<file path="src/rtl/mdr_fetch_unit.sv">
// mdr_fetch_unit
//   Memory-read sequencer and Memory Data Register for the multicycle
//   datapath. A read request accepted in IDLE issues one read strobe to the
//   synchronous data memory, waits MEM_LATENCY cycles, then captures the
//   returned word shifted right so the addressed byte/halfword lands at
//   bit 0. Misaligned or illegal-size requests are rejected with a single
//   align_err pulse and never reach memory.
//
// Ports
//   clk        system clock, rising edge
//   reset      synchronous, active-high
//   rd_req     read request, sampled only in IDLE
//   rd_addr    byte address of the load
//   ls_size    01 word, 11 halfword, 10 byte, 00 illegal
//   busy       high whenever the sequencer is not IDLE
//   mem_rd     one-cycle read strobe to data memory
//   mem_addr   word address to memory, held outside the strobe cycle
//   mem_rdata  memory read data, little-endian byte lanes
//   MDR_out    aligned load data, held until the next capture
//   mdr_valid  one-cycle pulse in the cycle MDR_out has new data
//   align_err  one-cycle pulse for a rejected request
module mdr_fetch_unit #(
    parameter int unsigned MEM_LATENCY = 1
) (
    input  logic        clk,
    input  logic        reset,
    input  logic        rd_req,
    input  logic [31:0] rd_addr,
    input  logic [1:0]  ls_size,
    output logic        busy,
    output logic        mem_rd,
    output logic [31:0] mem_addr,
    input  logic [31:0] mem_rdata,
    output logic [31:0] MDR_out,
    output logic        mdr_valid,
    output logic        align_err
);

    localparam int unsigned CW = $clog2(MEM_LATENCY + 1);
    localparam logic [CW-1:0] LAT = CW'(MEM_LATENCY);

    if (MEM_LATENCY < 1) begin : g_bad_latency
        $error("mdr_fetch_unit: MEM_LATENCY must be at least 1");
    end

    typedef enum logic [2:0] {
        IDLE,
        ISSUE,
        WAIT,
        DONE,
        ERR
    } state_t;

    state_t          state;
    state_t          state_nx;
    logic [CW-1:0]   cnt_q;
    logic [1:0]      lane_q;
    logic            req_illegal;
    logic            accept;
    logic            wait_done;

    // Only the byte-lane bits of the address are needed after acceptance;
    // the word part goes straight into mem_addr, and size only matters for
    // the legality check made at acceptance time.
    always_comb begin
        req_illegal = 1'b0;
        unique case (ls_size)
            2'b00: req_illegal = 1'b1;
            2'b01: req_illegal = (rd_addr[1:0] != 2'b00);
            2'b11: req_illegal = rd_addr[0];
            default: req_illegal = 1'b0;
        endcase
    end

    assign accept    = (state == IDLE) && rd_req;
    assign wait_done = (state == WAIT) && (cnt_q == LAT);

    always_comb begin
        state_nx = state;
        unique case (state)
            IDLE: begin
                if (rd_req) begin
                    state_nx = req_illegal ? ERR : ISSUE;
                end
            end
            ISSUE: state_nx = WAIT;
            WAIT: begin
                if (cnt_q == LAT) begin
                    state_nx = DONE;
                end
            end
            DONE: state_nx = IDLE;
            ERR: state_nx = IDLE;
            default: state_nx = IDLE;
        endcase
    end

    always_comb begin
        busy      = (state != IDLE);
        mem_rd    = (state == ISSUE);
        mdr_valid = (state == DONE);
        align_err = (state == ERR);
    end

    always_ff @(posedge clk) begin
        if (reset) begin
            state    <= IDLE;
            cnt_q    <= '0;
            lane_q   <= '0;
            mem_addr <= '0;
            MDR_out  <= '0;
        end else begin
            state <= state_nx;
            // mem_addr is loaded as the request is accepted so it is already
            // valid during the ISSUE strobe, and is left alone otherwise.
            if (accept && !req_illegal) begin
                mem_addr <= {rd_addr[31:2], 2'b00};
                lane_q   <= rd_addr[1:0];
            end
            if (state == ISSUE) begin
                cnt_q <= CW'(1);
            end else if ((state == WAIT) && !wait_done) begin
                cnt_q <= cnt_q + CW'(1);
            end
            if (wait_done) begin
                MDR_out <= mem_rdata >> {lane_q, 3'b000};
            end
        end
    end

endmodule

</file>
<file path="config.mk">
export PLATFORM = sky130hd
export DESIGN_NAME = mdr_fetch_unit
export DESIGN_NICKNAME = d
export VERILOG_FILES = /design/src/rtl/mdr_fetch_unit.sv
export SDC_FILE = /design/constraint.sdc
export NUM_CORES = 1
export LEC_CHECK = 0
export BUFFER_PORTS_ARGS = -buffer_cell sky130_fd_sc_hd__buf_4
export CORE_MARGIN = 2
export CORE_UTILIZATION = 43
export DETAILED_ROUTE_END_ITERATION = 10
export GPL_TIMING_DRIVEN = 1
export PLACE_DENSITY = 0.72
export SETUP_SLACK_MARGIN = 0.4
export SYNTH_ARGS = -nofsm -noshare
export SYNTH_HDL_FRONTEND = slang
export SYNTH_SLANG_ARGS = --single-unit
</file>
<file path="constraint.sdc">
create_clock -name clk -period 1.6 [get_ports clk]
set_input_delay 0.4 -clock clk [delete_from_list [all_inputs] [get_ports clk]]
set_output_delay 0.4 -clock clk [all_outputs]
set_load 0.1 [all_outputs]
</file>
After elaboration in Yosys (flattened, before gate mapping)
Cells that the tools add are included.
{ "classes": {"add_sub_neg": 1, "eq_ne": 8, "n_shift": 1, "mux": 7, "n_reduce_logical": 12} }
{ "op_table": {"columns": ["cell", "count"], "rows": [
  ["$shr 32x5->32", 1],
  ["$mux 3", 3],
  ["$pmux 3 s3", 1],
  ["$eq 3x2->1 const B", 2],
  ["$logic_and 1x1->1", 4],
  ["$ne 2x2->1 const B", 2],
  ["$reduce_bool 2->1", 2],
  ["$eq 3x1->1 const B", 1],
  ["$eq 3x3->1 const B", 1],
  ["$logic_not 3->1", 1],
  ["$pmux 1 s3", 1],
  ["$reduce_bool 3->1", 1],
  ["$eq 2x1->1 const B", 1],
  ["$eq 2x2->1 const B", 1],
  ["$logic_not 1->1", 2],
  ["$logic_not 2->1", 1],
  ["$mux 1", 2],
  ["$reduce_and 2->1", 1],
  ["$add 1x1->1 const B", 1]
]} }
{ "totals": {"register_bits": 68, "input_bits": 69, "word_cells": 34} }

Depth between registers and ports, before layout
{ "depth": {"depth_word": 6, "mapped_depth": 6} }

Least setup slack after synthesis
Ideal clock, no wire load.
{ "synth_path": {"path_type": "reg-to-output", "start": "reg state[2]", "end": "out align_err", "t_arrival_ns": 2.760, "t_required_ns": 1.200, "slack_ns": -1.560, "stages_incl_launch_ff": 3, "n_path_buf": 1, "path_cell_list": "dfxtp_1 clkbuf_1 nor3b_1"} }
{ "synth_between": {"elab_chain_len": 1} }
{ "synth_lines": {"columns": ["element", "line", "source"], "rows": [
  ["from (decl)", "54", "state_t state;"],
  ["from (signal assigned)", "113", "state <= state_nx;"],
  ["$eq 3x3->1", "102", "align_err = (state == ERR);"],
  ["to (decl)", "36", "output logic align_err"]
]} }
No other way between the ends.

Worst setup path in the final report
{ "layout_path": {"start": "reg state[0]", "end": "reg mem_addr[11]"} }
{ "layout_between": {"elab_chain_len": 3} }
{ "layout_lines": {"columns": ["element", "line", "source"], "rows": [
  ["$logic_not 3->1", "75", "assign accept = (state == IDLE) && rd_req;"],
  ["$logic_and 1x1->1", "75", null],
  ["$logic_and 1x1->1", "116", "if (accept && !req_illegal) begin"],
  ["to (signal assigned)", "117", "mem_addr <= {rd_addr[31:2], 2'b00};"],
  ["to (decl)", "32", "output logic [31:0] mem_addr,"]
]} }
No other way between the ends.
A chain may end at the register's enable or synchronous reset.

==> flow_summary.toml <==
[route]
dr_total_vias = 3776
antenna_left = 0
viasPerCell = 5.93
avgRoutedWirePerCell_um = 25.4
drc = 0
drt_iter0_markers = 247
postRouteWirelength_um = 16200
firstDrtPassIters = 6

[power_and_ir_drop]
swShare = 0.345
power_frac_clock = 0.308
p_switching_mw = 1.72
p_comb_frac = 0.328
sequentialPowerShare = 0.365
leakagePower_nw = 2.61
vdd_drop_max_uv = 619
p_int_mw = 3.26
p_per_area_nw_per_um2 = 730

[global_routing]
grt_pass1_wl_um = 18400
gr-total-overflow = 0
grt_antenna_before_repair = 0
grtUsageTotal = 0.285
grt_pass1_vias = 3601
grt_max_degree = 87

[floorplan]
coreArea_um2 = 7330
die_x_um = 91.3
dieArea_um2 = 8340
initial_utilization = 0.448
num_rows = 31
die_y_um = 91.3
ioPinCount = 137

[setup_path]
r2r_slack_ns = -0.29
slowest_stage = "or4b_4"
cp_cell_sequence = "or4b_4 -> a221oi_4 -> buf_6 -> buf_12 -> buf_16 -> mux2i_1"
cp.arrival_ns = 2.16
cpLargestDelayFamily = "simple AND/OR/NAND/NOR gates"
critPathRequiredTime_ns = 1.87
worst_path_largest_cell_delay_ns = 0.57
end_kind = "flip-flop"
cp-startpoint = "state[0]"
path_class = "flip-flop to flip-flop"
critPathMaxFanout = 7
critPathBufInv = 3
start_kind = "flip-flop"
r2r_start = "state[0]"

[place]
dpl.hpwl_um = 5970
place_congestion = 0.827
io_buffers = 134
place_area_um2 = 4520

[timing]
rsz0062_at_grt = "true"
postLayoutSetupSlackWorst_ns = -0.291
setup_viol = 59
max-slew-margin-rel = 0.438
whs_ns = 0.304
max_freq_mhz = 529
worst_pin_slew_ns = 0.842
skew_ns = 0.00895
slew_violations = 0
min_period_ns = 1.89
fin_crit_sh = 1.18
finalHoldViolCount = 0

[synthesis]
netlist_instances = 341
ys_seq_area_frac = 0.415
synth_xor_area_frac = 0.00267
avgSynthCellArea_um2 = 9.62
yosysWarnings = 0
synth_mux_area_frac = 0.198
synth_compound_area_frac = 0.0999
synth_seq_cells = 68
synth_top_family_by_area = "simple AND/OR/NAND/NOR gates"
synthAdderAreaFrac = 0
synth_area_um2 = 3280
synth_cell_types = 33
synth_simple_gate_area_frac = 0.226

[clock_tree]
root_buffer = "clkbuf_8"
hold_buffers = 0
path_clk_slew_ns = 0.08
cts_buffer_depth = 2
numCtsBuffers = 9
cts_tree = "done"
htreeDepth = 3
worst_skew_pair.late_latency_ns = 0.36
cts.sinks = 68

[finish]
fin_util = 0.930
final_net_count = 602
postLayoutCellArea_um2 = 6820
final_layout_size_suffix_gt1_frac = 0.719
syn_to_final_growth_pct = 108
diodes = 0
nFillCells = 212
multi_input_area_um2 = 2210
regArea_um2 = 1500

[status]
failed_checks = "negative setup slack"
status = "finished with violations"

[hold_path]
hold_class = "input port to flip-flop"
hp-start = "rd_addr[15]"

[flow_run]
maxCapViolations = 0
[cell usage after synthesis]
master / count / area (um2)
a2111oi_0: 1 / 8.76
a211oi_1: 9 / 67.6
a21oi_1: 24 / 120
a221o_1: 1 / 10.0
a221oi_4: 1 / 26.3
a22oi_1: 1 / 7.51
a2bb2oi_1: 8 / 70.1
and3b_1: 1 / 8.76
buf_1: 1 / 3.75
buf_2: 3 / 15.0
buf_4: 3 / 22.5
buf_6: 1 / 11.3
buf_8: 3 / 45.0
clkbuf_1: 22 / 82.6
conb_1: 1 / 3.75
dfxtp_1: 68 / 1360
inv_1: 2 / 7.51
mux2i_1: 47 / 470
mux4_2: 8 / 180
nand2_1: 33 / 124
nand2b_1: 64 / 400
nand3_1: 8 / 40.0
nand4bb_1: 1 / 11.3
nor2_1: 10 / 37.5
nor2b_1: 1 / 6.26
nor3_1: 2 / 10.0
nor3b_1: 3 / 22.5
nor4bb_1: 1 / 10.0
o21ba_2: 1 / 10.0
o31ai_1: 1 / 7.51
or3_1: 9 / 56.3
or4b_4: 1 / 13.8
xnor2_1: 1 / 8.76
[tightest hold or removal path: stages]
cell and delay (ns):
buf_4 0.11, nand2b_1 0.05, mux2i_1 0.06
[kinds of logic after synthesis]
| logic type | after synthesis |
|---|---|
| AO/OA/AOI/OAI | 47 |
| XOR/XNOR | 1 |
| buffers and inverters | 35 |
| flip-flops | 68 |
| multiplexers | 55 |
| other | 1 |
| AND/OR/NAND/NOR | 134 |
[path summary, 6_finish.rpt]
path                                endpoint  cells past startpoint
worst min-delay path            mem_addr[15]                      3
worst max-delay path            mem_addr[11]                      6
worst max register to register  mem_addr[11]                      6
worst min register to register   MDR_out[17]                      2
[area by class of cell]
cell class / count / area share
clock buffers: 13 / 0.0233
clock inverters: 3 / 0.00661
inverters: 2 / 0.00110
multi-input cells: 239 / 0.324
flip-flops and latches: 68 / 0.220
well taps: 99 / 0.0182
repair buffers: 213 / 0.407
[routing by layer]
metal  vias to the layer above  GRT usage  wire length (um)
li1                       1563          -                 -
met1                      1801      0.297              5720
met2                       316      0.518              7850
met3                        96     0.0780              1430
met4                         0      0.149              1160
met5                         -          0                 0
[layout by cell type, fill, tap and decap left out, drive strengths merged, types with 2 or more instances in the layout]
cell      instances
nor3              2
mux2i            47
nor3b             3
a211oi            9
buf             213
nand2b           64
mux4              8
a21oi            24
inv               2
nand2            33
nand3             8
a2bb2oi           8
or3               9
dfxtp            68
clkinvlp          2
clkbuf           13
nor2             10
conb              2
[sequential cells by signal, summed over array words and instances, names as in the netlist]
register,count
MDR_out,32
mem_addr,30
state,3
lane_q,2
cnt_q,1
[power by group through the flow]
stage	Combinational, mW	Clock, mW	Sequential, mW
2_1_floorplan	0.452	0	2.22
3_3_place_gp	1.14	0	1.84
3_5_place_dp	1.15	0	1.84
4_1_cts	1.46	1.47	1.84
5_1_grt	1.67	1.61	1.82
6_report	1.63	1.53	1.82
[per-stage QoR]
| step | setup slack, ns | std cells | power [mW] | TNS (ns) |
|---|---|---|---|---|
| after floorplan | -0.160 | 342 | 2.67 | -4.99 |
| after global placement | -0.161 | 561 | 2.97 | -4.70 |
| after detailed placement | -0.230 | 561 | 2.99 | -5.66 |
| after CTS | -0.167 | 615 | 4.77 | -3.44 |
| after global routing | -0.332 | 637 | 5.10 | -11.22 |
| final | -0.291 | 637 | 4.98 | -8.30 |
[timing repair]
item                                    in CTS  in global routing
endpoints found under the setup margin     132                133
setup buffers                               30                 22
resized for setup                          287                 98
endpoints found under the hold margin        0                  0
pin swaps                                   22                 44
gates cloned                                 8                  0
(Power assumes the default switching activity.)
